**config.mk**
```make
export PLATFORM = sky130hd
export DESIGN_NAME = cmd_issuer
export DESIGN_NICKNAME = d
export VERILOG_FILES = /design/src/rtl/cmd_issuer.sv
export SDC_FILE = /design/constraint.sdc
export NUM_CORES = 1
export LEC_CHECK = 0
export CAP_MARGIN = 20
export CORE_MARGIN = 4
export CORE_UTILIZATION = 38
export DETAILED_ROUTE_END_ITERATION = 10
export DONT_BUFFER_PORTS = 1
export GPL_TIMING_DRIVEN = 0
export PLACE_DENSITY_LB_ADDON = 0.08
export SLEW_MARGIN = 10
export SYNTH_ARGS = -nofsm -noshare
export SYNTH_HDL_FRONTEND = slang
export SYNTH_SLANG_ARGS = --single-unit
```
**constraint.sdc**
```tcl
create_clock -name clk_i -period 2.9 [get_ports clk_i]
set_input_delay 0.58 -clock clk_i [delete_from_list [all_inputs] [get_ports clk_i]]
set_output_delay 0.58 -clock clk_i [all_outputs]
set_load 0.1 [all_outputs]
```
**src/rtl/cmd_issuer.sv**
```systemverilog
// cmd_issuer: assembles little-endian host bytes into 32-bit command words,
// queues them in a small FIFO and issues each one to the text area as a
// SETUP / STROBE / HOLD handshake on o_cmd_clk / o_cmd_data.
// Optional build macro: CMD_BLANK_SYNC_EN -- when defined, a new command is
// only launched while i_blank is high (a launched command always completes).
module cmd_issuer #(
  parameter int FIFO_DEPTH = 4
) (
  input  logic                            clk_i,
  input  logic                            rstn_i,
  input  logic                            i_byte_valid,
  input  logic [7:0]                      i_byte_data,
  output logic                            o_byte_ready,
  input  logic                            i_resync,
  input  logic                            i_blank,
  output logic                            o_cmd_clk,
  output logic [31:0]                     o_cmd_data,
  output logic [$clog2(FIFO_DEPTH):0]     o_level,
  output logic                            o_busy
);

  localparam int AW = $clog2(FIFO_DEPTH);

  typedef enum logic [1:0] {IDLE, SETUP, STROBE, HOLD} state_t;

  state_t         state_reg;
  state_t         state_next;
  logic           launch;
  logic           blank_ok;

  logic [1:0]     byte_cnt_reg;
  logic [23:0]    part_word;
  logic           accept;
  logic           push;
  logic           fifo_full;
  logic           fifo_empty;

  logic [31:0]    fifo_mem [FIFO_DEPTH];
  logic [AW-1:0]  wr_ptr_reg;
  logic [AW-1:0]  rd_ptr_reg;
  logic [AW:0]    level_reg;
  logic [31:0]    cmd_data_reg;

`ifdef CMD_BLANK_SYNC_EN
  assign blank_ok = i_blank;
`else
  // Blanking has no effect in this build; the port is kept for pin compatibility.
  logic unused_blank;
  assign unused_blank = i_blank;
  assign blank_ok     = 1'b1;
`endif

  assign fifo_full  = (level_reg == (AW+1)'(FIFO_DEPTH));
  assign fifo_empty = (level_reg == '0);

  // Byte 3 completes a word, so it may only be taken when the FIFO has room.
  assign o_byte_ready = !i_resync && !((byte_cnt_reg == 2'd3) && fifo_full);
  assign accept       = i_byte_valid && o_byte_ready;
  assign push         = accept && (byte_cnt_reg == 2'd3);

  // Byte lanes 0..2 hold the partial word; lane 3 goes straight into the FIFO.
  generate
    for (genvar gi = 0; gi < 3; gi++) begin : g_lane
      logic [7:0] lane_reg;

      // Capture the host byte when the counter points at this lane; resync clears.
      always_ff @(posedge clk_i or negedge rstn_i) begin
        if (!rstn_i) begin
          lane_reg <= 8'h00;
        end else if (i_resync) begin
          lane_reg <= 8'h00;
        end else if (accept && (byte_cnt_reg == 2'(gi))) begin
          lane_reg <= i_byte_data;
        end
      end

      assign part_word[8*gi +: 8] = lane_reg;
    end
  endgenerate

  // Byte counter: advances per accepted byte and wraps 3->0; resync restarts it.
  always_ff @(posedge clk_i or negedge rstn_i) begin
    if (!rstn_i) begin
      byte_cnt_reg <= 2'd0;
    end else if (i_resync) begin
      byte_cnt_reg <= 2'd0;
    end else if (accept) begin
      byte_cnt_reg <= byte_cnt_reg + 2'd1;
    end
  end

  // FIFO storage: plain array written on push, no reset so it maps to RAM.
  always_ff @(posedge clk_i) begin
    if (push) begin
      fifo_mem[wr_ptr_reg] <= {i_byte_data, part_word};
    end
  end

  // FIFO pointers and occupancy; a simultaneous push and pop leave the level unchanged.
  always_ff @(posedge clk_i or negedge rstn_i) begin
    if (!rstn_i) begin
      wr_ptr_reg <= '0;
      rd_ptr_reg <= '0;
      level_reg  <= '0;
    end else begin
      if (push) begin
        wr_ptr_reg <= wr_ptr_reg + 1'b1;
      end
      if (launch) begin
        rd_ptr_reg <= rd_ptr_reg + 1'b1;
      end
      case ({push, launch})
        2'b10:   level_reg <= level_reg + 1'b1;
        2'b01:   level_reg <= level_reg - 1'b1;
        default: level_reg <= level_reg;
      endcase
    end
  end

  // Issue FSM state register.
  always_ff @(posedge clk_i or negedge rstn_i) begin
    if (!rstn_i) begin
      state_reg <= IDLE;
    end else begin
      state_reg <= state_next;
    end
  end

  // Issue FSM: launch from IDLE when a word is queued, then walk the fixed handshake.
  always_comb begin
    state_next = state_reg;
    launch     = 1'b0;
    case (state_reg)
      IDLE: begin
        if (!fifo_empty && blank_ok) begin
          launch     = 1'b1;
          state_next = SETUP;
        end
      end
      SETUP:   state_next = STROBE;
      STROBE:  state_next = HOLD;
      HOLD:    state_next = IDLE;
      default: state_next = IDLE;
    endcase
  end

  // Command word register: registered read of the FIFO head at launch, held afterwards.
  always_ff @(posedge clk_i or negedge rstn_i) begin
    if (!rstn_i) begin
      cmd_data_reg <= 32'h0;
    end else if (launch) begin
      cmd_data_reg <= fifo_mem[rd_ptr_reg];
    end
  end

  assign o_cmd_clk  = (state_reg == STROBE);
  assign o_cmd_data = cmd_data_reg;
  assign o_level    = level_reg;
  assign o_busy     = (state_reg != IDLE) || !fifo_empty || (byte_cnt_reg != 2'd0);

endmodule

```
Word level (Yosys, flattened, before mapping) --
Memory sizes are Yosys's and may differ from the RTL's. A register that Yosys moved wholly into a read port is not among the register bits. Cells that the tools add are included.
Cells by class: $add $sub $neg 5, eq/ne operators 10, mux-type cells 15, reduce and logical (&&, ||, !) cells 23
Operator list (count):
- $mux 8 | 6
- $reduce_bool 2->1 | 7
- $eq 2x2->1 const B | 5
- $pmux 2 s4 | 1
- $logic_and 1x1->1 | 7
- $add 2x1->2 const B | 3
- $eq 2x1->1 const B | 3
- $mux 2 | 3
- $pmux 3 s2 | 1
- $logic_not 1->1 | 4
- $logic_not 2->1 | 2
- $mux 1 | 4
- $add 3x1->3 const B | 1
- $eq 3x3->1 const B | 1
- $logic_not 3->1 | 1
- $sub 3x1->3 const B | 1
- $logic_or 1x1->1 | 2
- $ne 2x2->1 const B | 1
Word-level totals: flip-flop bits (word level) 35, memory bits (writable) 128, output and inout bits 38, memories 1
Memory list:
- fifo_mem | words 4, bits a word 32, rd ports 1, clocked after memory_dff 1, write ports 1, RTL line 38 | logic [31:0] fifo_mem [FIFO_DEPTH];

Longest topological paths before layout --
Gate-level depths: netlist (run 1).
word-level depth 8, depth in mapped cells 11, mapped depth without buffers 10

Worst setup path after synthesis (run 1) --
OpenSTA, ideal clock, no wires.
path type reg-to-output, from register level_reg[0] (netlist: o_level[0]), to output o_byte_ready, data arrival time 2605 ps, data required time 2320 ps, slack -285 ps, stages on the path, launching flop included 3, buffers on the path 0, cell sequence dfrtp_1 -> and4bb_2 -> nor2_1
Between the ends: longest elaborated chain between the ends 4
RTL lines:
- start, declared | RTL line 41 | logic [AW:0] level_reg;
- start signal, assigned | RTL line 113 | 2'b10: level_reg <= level_reg + 1'b1;
- start signal, assigned | RTL line 114 | 2'b01: level_reg <= level_reg - 1'b1;
- start signal, assigned | RTL line 115 | default: level_reg <= level_reg;
- $eq 3x3->1 | RTL line 53 | assign fifo_full = (level_reg == (AW+1)'(FIFO_DEPTH));
- $logic_and 1x1->1 | RTL line 57 | assign o_byte_ready = !i_resync && !((byte_cnt_reg == 2'd3) && fifo_full);
- $logic_not 1->1 | RTL line 57
- $logic_and 1x1->1 | RTL line 57
- end, declared | RTL line 13 | output logic o_byte_ready,
Every way passes these cells.

Final worst setup path (run 1) --
from register level_reg[1] (netlist: o_level[1]), to register level_reg[2] (netlist: o_level[2])
Between the ends: longest elaborated chain between the ends 8, elaborated cells between the ends (all ways) 15
RTL lines:
- $eq 3x3->1 | RTL line 53
- $logic_and 1x1->1 | RTL line 57
- $logic_not 1->1 | RTL line 57
- $logic_and 1x1->1 | RTL line 57
- $logic_and 1x1->1 | RTL line 58 | assign accept = i_byte_valid && o_byte_ready;
- $logic_and 1x1->1 | RTL line 59 | assign push = accept && (byte_cnt_reg == 2'd3);
- $eq 2x1->1 / $eq 2x2->1 (equally long branches) | RTL line 112 | case ({push, launch})
- $pmux 3 s2 / $reduce_bool 2->1 (equally long branches)
Parallel ways exist; a longest one is shown, timed or not. A chain may end at the register's enable or synchronous reset.

==> results.json, run 1 <==
{
  "status": "completed",
  "root_buffer": "clkbuf_16",
  "ctsLongestPathBuffers": 2,
  "cp.required_ns": 3.19,
  "maxCapViolCount": 0,
  "peakVddDrop_mv": 0.606,
  "synth_ff_type": "edfxtp_1",
  "fin_crit_ns": 2.66,
  "yosysUniqueCellTypes": 33,
  "dieHeight_um": 150,
  "nFillCells": 1748,
  "cts.sinks": 195,
  "fmax_ghz": 0.375,
  "dp_slack_ns": -0.529,
  "layout-drive-gt1-share_pct": 23.3,
  "antenna_found_initial": 0,
  "die_x_um": 150,
  "yosysWarnings": 0,
  "wl_per_cell_um": 20.2,
  "core_region_area_mm2": 0.0197,
  "grt_max_degree": 68,
  "diodes": 0,
  "fin_area_mm2": 0.00872,
  "grt_overflow": 0,
  "area_delta_synth_final_pct": 13.2,
  "grt_pass1_wl_um": 25000,
  "rsz0062_at_grt": "no",
  "start_kind": "flip-flop",
  "numCtsBuffers": 17,
  "arrival_ns": 2.95,
  "finalNetCount": 533,
  "pin_count": 51,
  "skew_ns": 0.0128,
  "drv_slew": 0,
  "dr_total_vias": 3951,
  "worstSetupPathType": "flip-flop to flip-flop",
  "setup_tns_ns": 0,
  "initial_core_util_pct": 39.1,
  "syn_area_mm2": 0.00770,
  "synth_edf_count": 128,
  "cts_setup_buffers": 0,
  "finalHoldViolations": 0,
  "avgSynthCellArea_um2": 15.9,
  "yosys_register_bits": 195,
  "first_pass_iters": 4,
  "power_leakage_nw": 3.28,
  "synth_top_cell_by_area": "edfxtp_1",
  "largest_register_ffs": 128,
  "ys_seq_area_share_pct": 71.7,
  "worst_pin_slew_ns": 1.01,
  "holdWs_ns": 0.0554,
  "synthTopCellsByArea": "edfxtp_1 50%, dfrtp_1 22%, mux4_2 9.4%",
  "hp-class": "input pin to async pin",
  "numPortBuffers": 0,
  "htree_levels": 4,
  "end_kind": "flip-flop",
  "critical_path.max_fanout": 16,
  "setup_viol": 0,
  "row_count": 51,
  "grt_pass1_vias": 4274,
  "syn_inst": 484,
  "period_share_pct": 91.9,
  "placed_area_mm2": 0.00813,
  "grt.total_usage_pct": 15.1,
  "drtIter0Drc": 200,
  "dpl.hpwl_um": 10200,
  "via_per_inst": 5.03,
  "path_clk_slew_ns": 0.07,
  "power_density_mw_per_mm2": 1050,
  "synth_nets": 510,
  "regArea_mm2": 0.00552,
  "dieArea_mm2": 0.0226,
  "fin_ws_ns": 0.235,
  "cts_tree": "yes",
  "place.gp.congestion": 0.720,
  "synth_top_area_share_pct": 49.9,
  "multi_input_area_mm2": 0.00202,
  "ant_nets": 0,
  "slew_headroom_pct": 32.7,
  "clk_latency_ns": 0.43,
  "drc": 0,
  "drt-total-wl_um": 15900,
  "async_flop_share_pct": 34.4
}
## per-layer routing
layer	vias up	share of wire, %	global-route usage, %
li1	1815	-	-
met4	0	0.83	3.43
met1	2042	44	19.3
met3	11	6.0	5.27
met5	-	0	0
met2	83	49	25.1
## where the power goes
part | switching [W] | internal (W)
Combinational | 0.000997 | 0.000758
Sequential | 0.00199 | 0.00324
Clock | 0.00103 | 0.00114
Total | 0.00402 | 0.00514
## worst paths after layout
check	endpoint	depth (start not counted)	from	slack, ns
min in group clk_i	fifo_mem[3][28]$_DFFE_PP_	0	i_byte_data[4]	0.24
worst max register to register	o_level[2]$_DFFE_PN0P_	8	o_level[1]$_DFFE_PN0P_	0.24
worst max-delay path	o_level[2]$_DFFE_PN0P_	8	o_level[1]$_DFFE_PN0P_	0.24
worst min register to register	fifo_mem[2][4]$_DFFE_PP_	0	g_lane[0].lane_reg[4]$_DFFE_PN0P_	0.52
max in group asynchronous	o_level[2]$_DFFE_PN0P_	1	rstn_i	2.56
worst min-delay path	o_cmd_data[30]$_DFFE_PN0P_	1	rstn_i	0.06
## synthesized netlist by cell type, drive strengths merged (12+ instances only)
cell type,n
ha,12
inv,13
mux4,32
nand2,99
edfxtp,128
a31o,24
a21oi,26
dfrtp,67
nand2b,24
clkbuf,15
buf,14
## per-stage QoR
stage	cells	util [%]	total power, W
final	785	44.2	0.00916
after CTS	785	44.2	0.00933
after detailed placement	753	41.2	0.00711
after global placement	749	40.8	0.00708
after global routing	785	44.2	0.00964
after floorplan	484	-	0.00662
## layout by cell type, fill, tap and decap left out, types with 4 or more instances in the layout
master      count
dfrtp_1        64
and2_2          4
nand2b_1       24
nand2_1        98
buf_4           4
xnor2_1         4
edfxtp_1      128
a31o_2         24
clkinvlp_4      6
buf_2           9
ha_1           12
clkbuf_16      17
mux4_2         32
a21oi_1        26
clkbuf_1       15
inv_1          12
## logic make-up (layout without fill, tap and decap cells)
kind of cell | after synthesis | in the layout | share of synthesized area (%)
buffers and inverters | 42 | 78 | 2.40
AO/OA/AOI/OAI | 56 | 56 | 5.21
multiplexers | 34 | 34 | 9.65
flip-flops | 195 | 195 | 71.7
AND/OR/NAND/NOR | 138 | 138 | 8.19
adder cells (fa/ha/maj) | 13 | 13 | 2.21
XOR/XNOR | 6 | 6 | 0.682
## repair_timing
action	4_1_cts	5_1_grt
gates resized for setup	6	0
hold buffers	1	0
setup endpoints to repair	23	0
endpoints found under the hold margin	67	0
## worst max-delay path: stages, from the launching register on
cell     delay, ns
dfrtp_2       0.65
o31ai_4       0.64
inv_2         0.32
ha_1          0.32
inv_1         0.07
fa_1          0.17
xor2_1        0.14
nor2_1        0.06
xor2_1        0.14
## cell type report
class	instances	area share [%]
Buffer	28	1.52
Multi-Input combinational cell	247	23.2
Clock inverter	12	1.15
Inverter	13	0.560
Timing Repair Buffer	5	1.32
Sequential cell	195	63.4
Tap cell	265	3.80
Clock buffer	20	5.12
Note: power is estimated with default switching activity, not from simulation.
==> run 2: changes to the inputs <==
- CORE_UTILIZATION: 38 -> 60
- SETUP_SLACK_MARGIN: unset -> 0.5
==> results.json, run 2 (same netlist as run 1, synthesis figures left out) <==
{
  "status": "completed",
  "drc": 0,
  "worstSetupPathType": "flip-flop to primary output",
  "finalNetCount": 536,
  "numPortBuffers": 0,
  "rr_startpoint": "o_level[1]$_DFFE_PN0P_",
  "layout-drive-gt1-share_pct": 23.9,
  "arrival_ns": 1.92,
  "grt_pass1_vias": 4227,
  "start_kind": "flip-flop",
  "numCtsBuffers": 17,
  "clkPwrFrac_pct": 24.4,
  "grt_pass1_wl_um": 23400,
  "grt_max_degree": 68,
  "pin_count": 51,
  "root_buffer": "clkbuf_16",
  "mostFrequentLayoutCell": "edfxtp_1",
  "dieArea_mm2": 0.0147,
  "cp_cell_sequence": "and4bb_2 -> nor2_4",
  "setup_tns_ns": 0,
  "htree_levels": 4,
  "cts.sinks": 195,
  "ant_nets": 0,
  "rr_endpoint": "o_level[1]$_DFFE_PN0P_",
  "final_cell_mix": "128 x edfxtp_1, 98 x nand2_1, 64 x dfrtp_1",
  "switching_share_pct": 42.9,
  "grt_overflow": 0,
  "slew_headroom_pct": 33.6,
  "end_kind": "primary output",
  "grt.total_usage_pct": 21.7,
  "power_switching_w": 0.00402,
  "ctsLongestPathBuffers": 2,
  "power_density_mw_per_mm2": 1080,
  "finalHoldViolations": 0,
  "dpl.hpwl_um": 8780,
  "wl_per_cell_um": 21.0,
  "cp.required_ns": 2.32,
  "reg2reg_setup_slack_ns": 0.58,
  "maxCapViolCount": 0,
  "hp-class": "input pin to async pin",
  "power_w": 0.00937,
  "drv_slew": 0,
  "clk_latency_ns": 0.42,
  "largest_register_ffs": 128,
  "via_per_inst": 5.71,
  "die_x_um": 121,
  "cts_tree": "yes",
  "drtIter0Drc": 315,
  "row_count": 41,
  "period_share_pct": 86.1,
  "power_frac_comb_pct": 19.5,
  "critical_path.max_fanout": 7,
  "power_leakage_nw": 3.32,
  "crit_path_max_incr_delay_ns": 0.68,
  "drt-total-wl_um": 14600,
  "power_frac_seq_pct": 56.1,
  "core_region_area_mm2": 0.0126,
  "worst_path_max_delay_cell": "dfrtp_4",
  "dieHeight_um": 121,
  "place.gp.congestion": 0.804,
  "fmax_ghz": 0.400,
  "dr_total_vias": 3966,
  "setup_viol": 0,
  "area_delta_synth_final_pct": 12.1,
  "first_pass_iters": 5,
  "antenna_found_initial": 0,
  "rsz0062_at_grt": "yes",
  "skew_ns": 0.00546,
  "reg2regPathDepth": 7,
  "diodes": 0,
  "peakVddDrop_mv": 0.586,
  "initial_core_util_pct": 61.0,
  "internal-power_w": 0.00535,
  "fin_crit_ns": 2.50,
  "worst_pin_slew_ns": 0.996,
  "path_clk_slew_ns": 0.07
}
-- run 2: changes by cell type in the layout (fill, tap and decap cells not counted), sizes merged --
cell	previous run	this run
clkinv	2	4
bufinv	0	2
clkinvlp	6	4
clkbuf	34	32
inv	17	18
buf	19	21
-- run 2: worst max-delay path: cells and delay by family (launching register included) --
kind,cells,cell delay [ns]
simple gates,2,0.82
flops,1,0.68
-- run 2: power groups by stage --
stage | Clock (W) | Sequential (W) | Combinational [W]
2_1_floorplan | 0 | 0.00523 | 0.00140
3_3_place_gp | 0 | 0.00529 | 0.00170
3_5_place_dp | 0 | 0.00530 | 0.00175
4_1_cts | 0.00232 | 0.00527 | 0.00184
5_1_grt | 0.00245 | 0.00530 | 0.00205
6_report | 0.00229 | 0.00526 | 0.00182
-- run 2: layer usage --
metal | track usage [%] | up-vias | part of all wire (%)
met1 | 28.9 | 2036 | 41
met2 | 35.2 | 103 | 51
met5 | 0 | - | 0
li1 | - | 1821 | -
met4 | 6.79 | 0 | 0.68
met3 | 5.97 | 6 | 6.7
-- run 2: timing repair --
| action | 4_1_cts | 5_1_grt |
|---|---|---|
| hold endpoints to repair | 67 | 0 |
| setup buffers | 3 | 3 |
| hold buffers | 1 | 0 |
| pin swaps | 1 | 2 |
| setup endpoints to repair | 133 | 4 |
| gates resized for setup | 14 | 1 |
-- run 2: through the flow --
step	cell area (um^2)	util [%]	worst slack, ns	instances	hold WS, ns
floorplan	7720	-	0.491	484	0.284
global placement	7930	62.9	0.0467	656	0.286
detailed placement	7930	62.9	0.0537	656	0.286
CTS	8610	68.2	0.385	692	0.0432
global route	8640	68.4	0.357	695	0.0393
finish	8640	68.4	0.402	695	0.0341
-- run 2: cell type report --
cell class / instances / area [um^2]
Tap cell: 172 / 215
Clock inverter: 15 / 155
Fill cell: 918 / 3980
Clock buffer: 17 / 425
Multi-Input combinational cell: 247 / 2040
Sequential cell: 195 / 5530
Buffer: 29 / 146
Inverter: 13 / 48.8
Timing Repair Buffer: 7 / 72.6
-- run 2: worst max-delay path by stage --
stage | from | to | slack [ns] | cells after the start
floorplan | o_level[0]$_DFFE_PN0P_ | o_byte_ready | 0.49 | 2
finish | o_level[0]$_DFFE_PN0P_ | o_byte_ready | 0.40 | 2
CTS | o_level[0]$_DFFE_PN0P_ | o_byte_ready | 0.38 | 2
global placement | o_level[1]$_DFFE_PN0P_ | o_level[2]$_DFFE_PN0P_ | 0.05 | 9
detailed placement | o_level[1]$_DFFE_PN0P_ | o_level[2]$_DFFE_PN0P_ | 0.05 | 9
global route | o_level[0]$_DFFE_PN0P_ | o_byte_ready | 0.36 | 2
==> run 3: changes to the inputs <==
- CORE_UTILIZATION: 60 -> 63
- CTS_CLUSTER_DIAMETER: unset -> 100
- GPL_ROUTABILITY_DRIVEN: unset -> 0
==> results.json, run 3 (same netlist as run 1, synthesis figures left out) <==
{
  "status": "completed",
  "dpl.hpwl_um": 8850,
  "row_count": 40,
  "setup_tns_ns": 0,
  "reg2regPathDepth": 7,
  "htree_levels": 4,
  "maxCapViolCount": 0,
  "power_switching_w": 0.00397,
  "reg2reg_setup_slack_ns": 0.65,
  "switching_share_pct": 42.9,
  "power_density_mw_per_mm2": 1080,
  "fin_util_pct": 71.3,
  "die_x_um": 119,
  "layout-drive-gt1-share_pct": 22.8,
  "arrival_ns": 1.92,
  "dieArea_mm2": 0.0141,
  "nFillCells": 786,
  "clkPwrFrac_pct": 23.4,
  "numPortBuffers": 0,
  "fmax_ghz": 0.400,
  "rr_startpoint": "o_level[1]$_DFFE_PN0P_",
  "hp-class": "input pin to async pin",
  "peakVddDrop_mv": 0.927,
  "end_kind": "primary output",
  "period_share_pct": 86.1,
  "slew_headroom_pct": 33.7,
  "pin_count": 51,
  "finalNetCount": 534,
  "rr_endpoint": "o_level[1]$_DFFE_PN0P_",
  "ctsLongestPathBuffers": 2,
  "drc": 0,
  "cts_tree": "yes",
  "grt.total_usage_pct": 22.2,
  "area_delta_synth_final_pct": 11.2,
  "internal-power_w": 0.00528,
  "core_region_area_mm2": 0.0120,
  "final_cell_mix": "128 x edfxtp_1, 98 x nand2_1, 64 x dfrtp_1",
  "mostFrequentLayoutCell": "edfxtp_1",
  "fin_crit_ns": 2.50,
  "setup_viol": 0,
  "diodes": 0,
  "first_pass_iters": 5,
  "path_clk_slew_ns": 0.07,
  "dr_total_vias": 3966,
  "drv_slew": 0,
  "grt_max_degree": 68,
  "grt_pass1_wl_um": 23500,
  "cts.sinks": 195,
  "drtIter0Drc": 352,
  "wl_per_cell_um": 21.5,
  "start_kind": "flip-flop",
  "via_per_inst": 5.94,
  "power_frac_comb_pct": 19.7,
  "grt_pass1_vias": 4273,
  "power_frac_seq_pct": 56.9,
  "initial_core_util_pct": 64.1,
  "clk_latency_ns": 0.42,
  "cp.required_ns": 2.32,
  "rsz0062_at_grt": "yes",
  "dieHeight_um": 119,
  "antenna_found_initial": 0,
  "numCtsBuffers": 17,
  "drt-total-wl_um": 14300,
  "finalHoldViolations": 0,
  "skew_ns": 0.00734,
  "power_leakage_nw": 3.30,
  "largest_register_ffs": 128,
  "root_buffer": "clkbuf_16",
  "grt_overflow": 0,
  "critical_path.max_fanout": 7,
  "worstSetupPathType": "flip-flop to primary output",
  "ant_nets": 0,
  "worst_pin_slew_ns": 0.994
}
## run 3: final cells by class
cell class,count,area [um^2],area share [%]
inverters,13,48.8,0.570
repair buffers,5,57.6,0.672
plain buffers,29,144,1.68
clock inverters,10,83.8,0.979
multi-input cells,247,2050,23.9
flip-flops and latches,195,5530,64.6
well taps,147,184,2.15
clock buffers,22,464,5.42
## run 3: routing by layer
metal,share of wire (%),wire [um],global-route usage (%)
met2,49,7000,35.0
met3,6.7,959,6.27
met1,42,6080,30.1
met4,2.1,306,7.89
met5,0,0,0
## run 3: power groups by stage
stage	combinational, W	clock [W]	sequential (W)
floorplan	0.00140	0	0.00523
CTS	0.00183	0.00219	0.00527
global placement	0.00169	0	0.00529
detailed placement	0.00175	0	0.00530
global route	0.00204	0.00233	0.00530
finish	0.00183	0.00216	0.00526
## run 3: worst max path at each step
stage,from,end,slack [ns]
2_1_floorplan,o_level[0]$_DFFE_PN0P_,o_byte_ready,0.49
6_report,o_level[0]$_DFFE_PN0P_,o_byte_ready,0.40
4_1_cts,o_level[0]$_DFFE_PN0P_,o_byte_ready,0.38
5_1_grt,o_level[0]$_DFFE_PN0P_,o_byte_ready,0.35
3_3_place_gp,o_level[0]$_DFFE_PN0P_,o_level[2]$_DFFE_PN0P_,0.08
3_5_place_dp,o_level[1]$_DFFE_PN0P_,o_level[2]$_DFFE_PN0P_,0.05
## run 3: worst max-delay path: stages (launching register included)
cell,delay [ns]
dfrtp_4,0.68
and4bb_2,0.32
nor2_4,0.49
## run 3: metrics by stage
step	hold slack [ns]	area (um^2)	worst slack (ns)	cells	power, W
finish	0.0271	8560	0.403	668	0.00925
global route	0.0388	8560	0.345	668	0.00967
CTS	0.0454	8540	0.382	667	0.00929
floorplan	0.284	7720	0.491	484	0.00663
detailed placement	0.287	7900	0.0533	631	0.00705
global placement	0.286	7900	0.0779	631	0.00698
## run 3: repair_timing
action	4_1_cts	5_1_grt
hold buffers	1	0
setup endpoints to repair	133	4
pin swaps	1	1
resized for setup	13	5
endpoints found under the hold margin	67	0
setup buffers	3	1
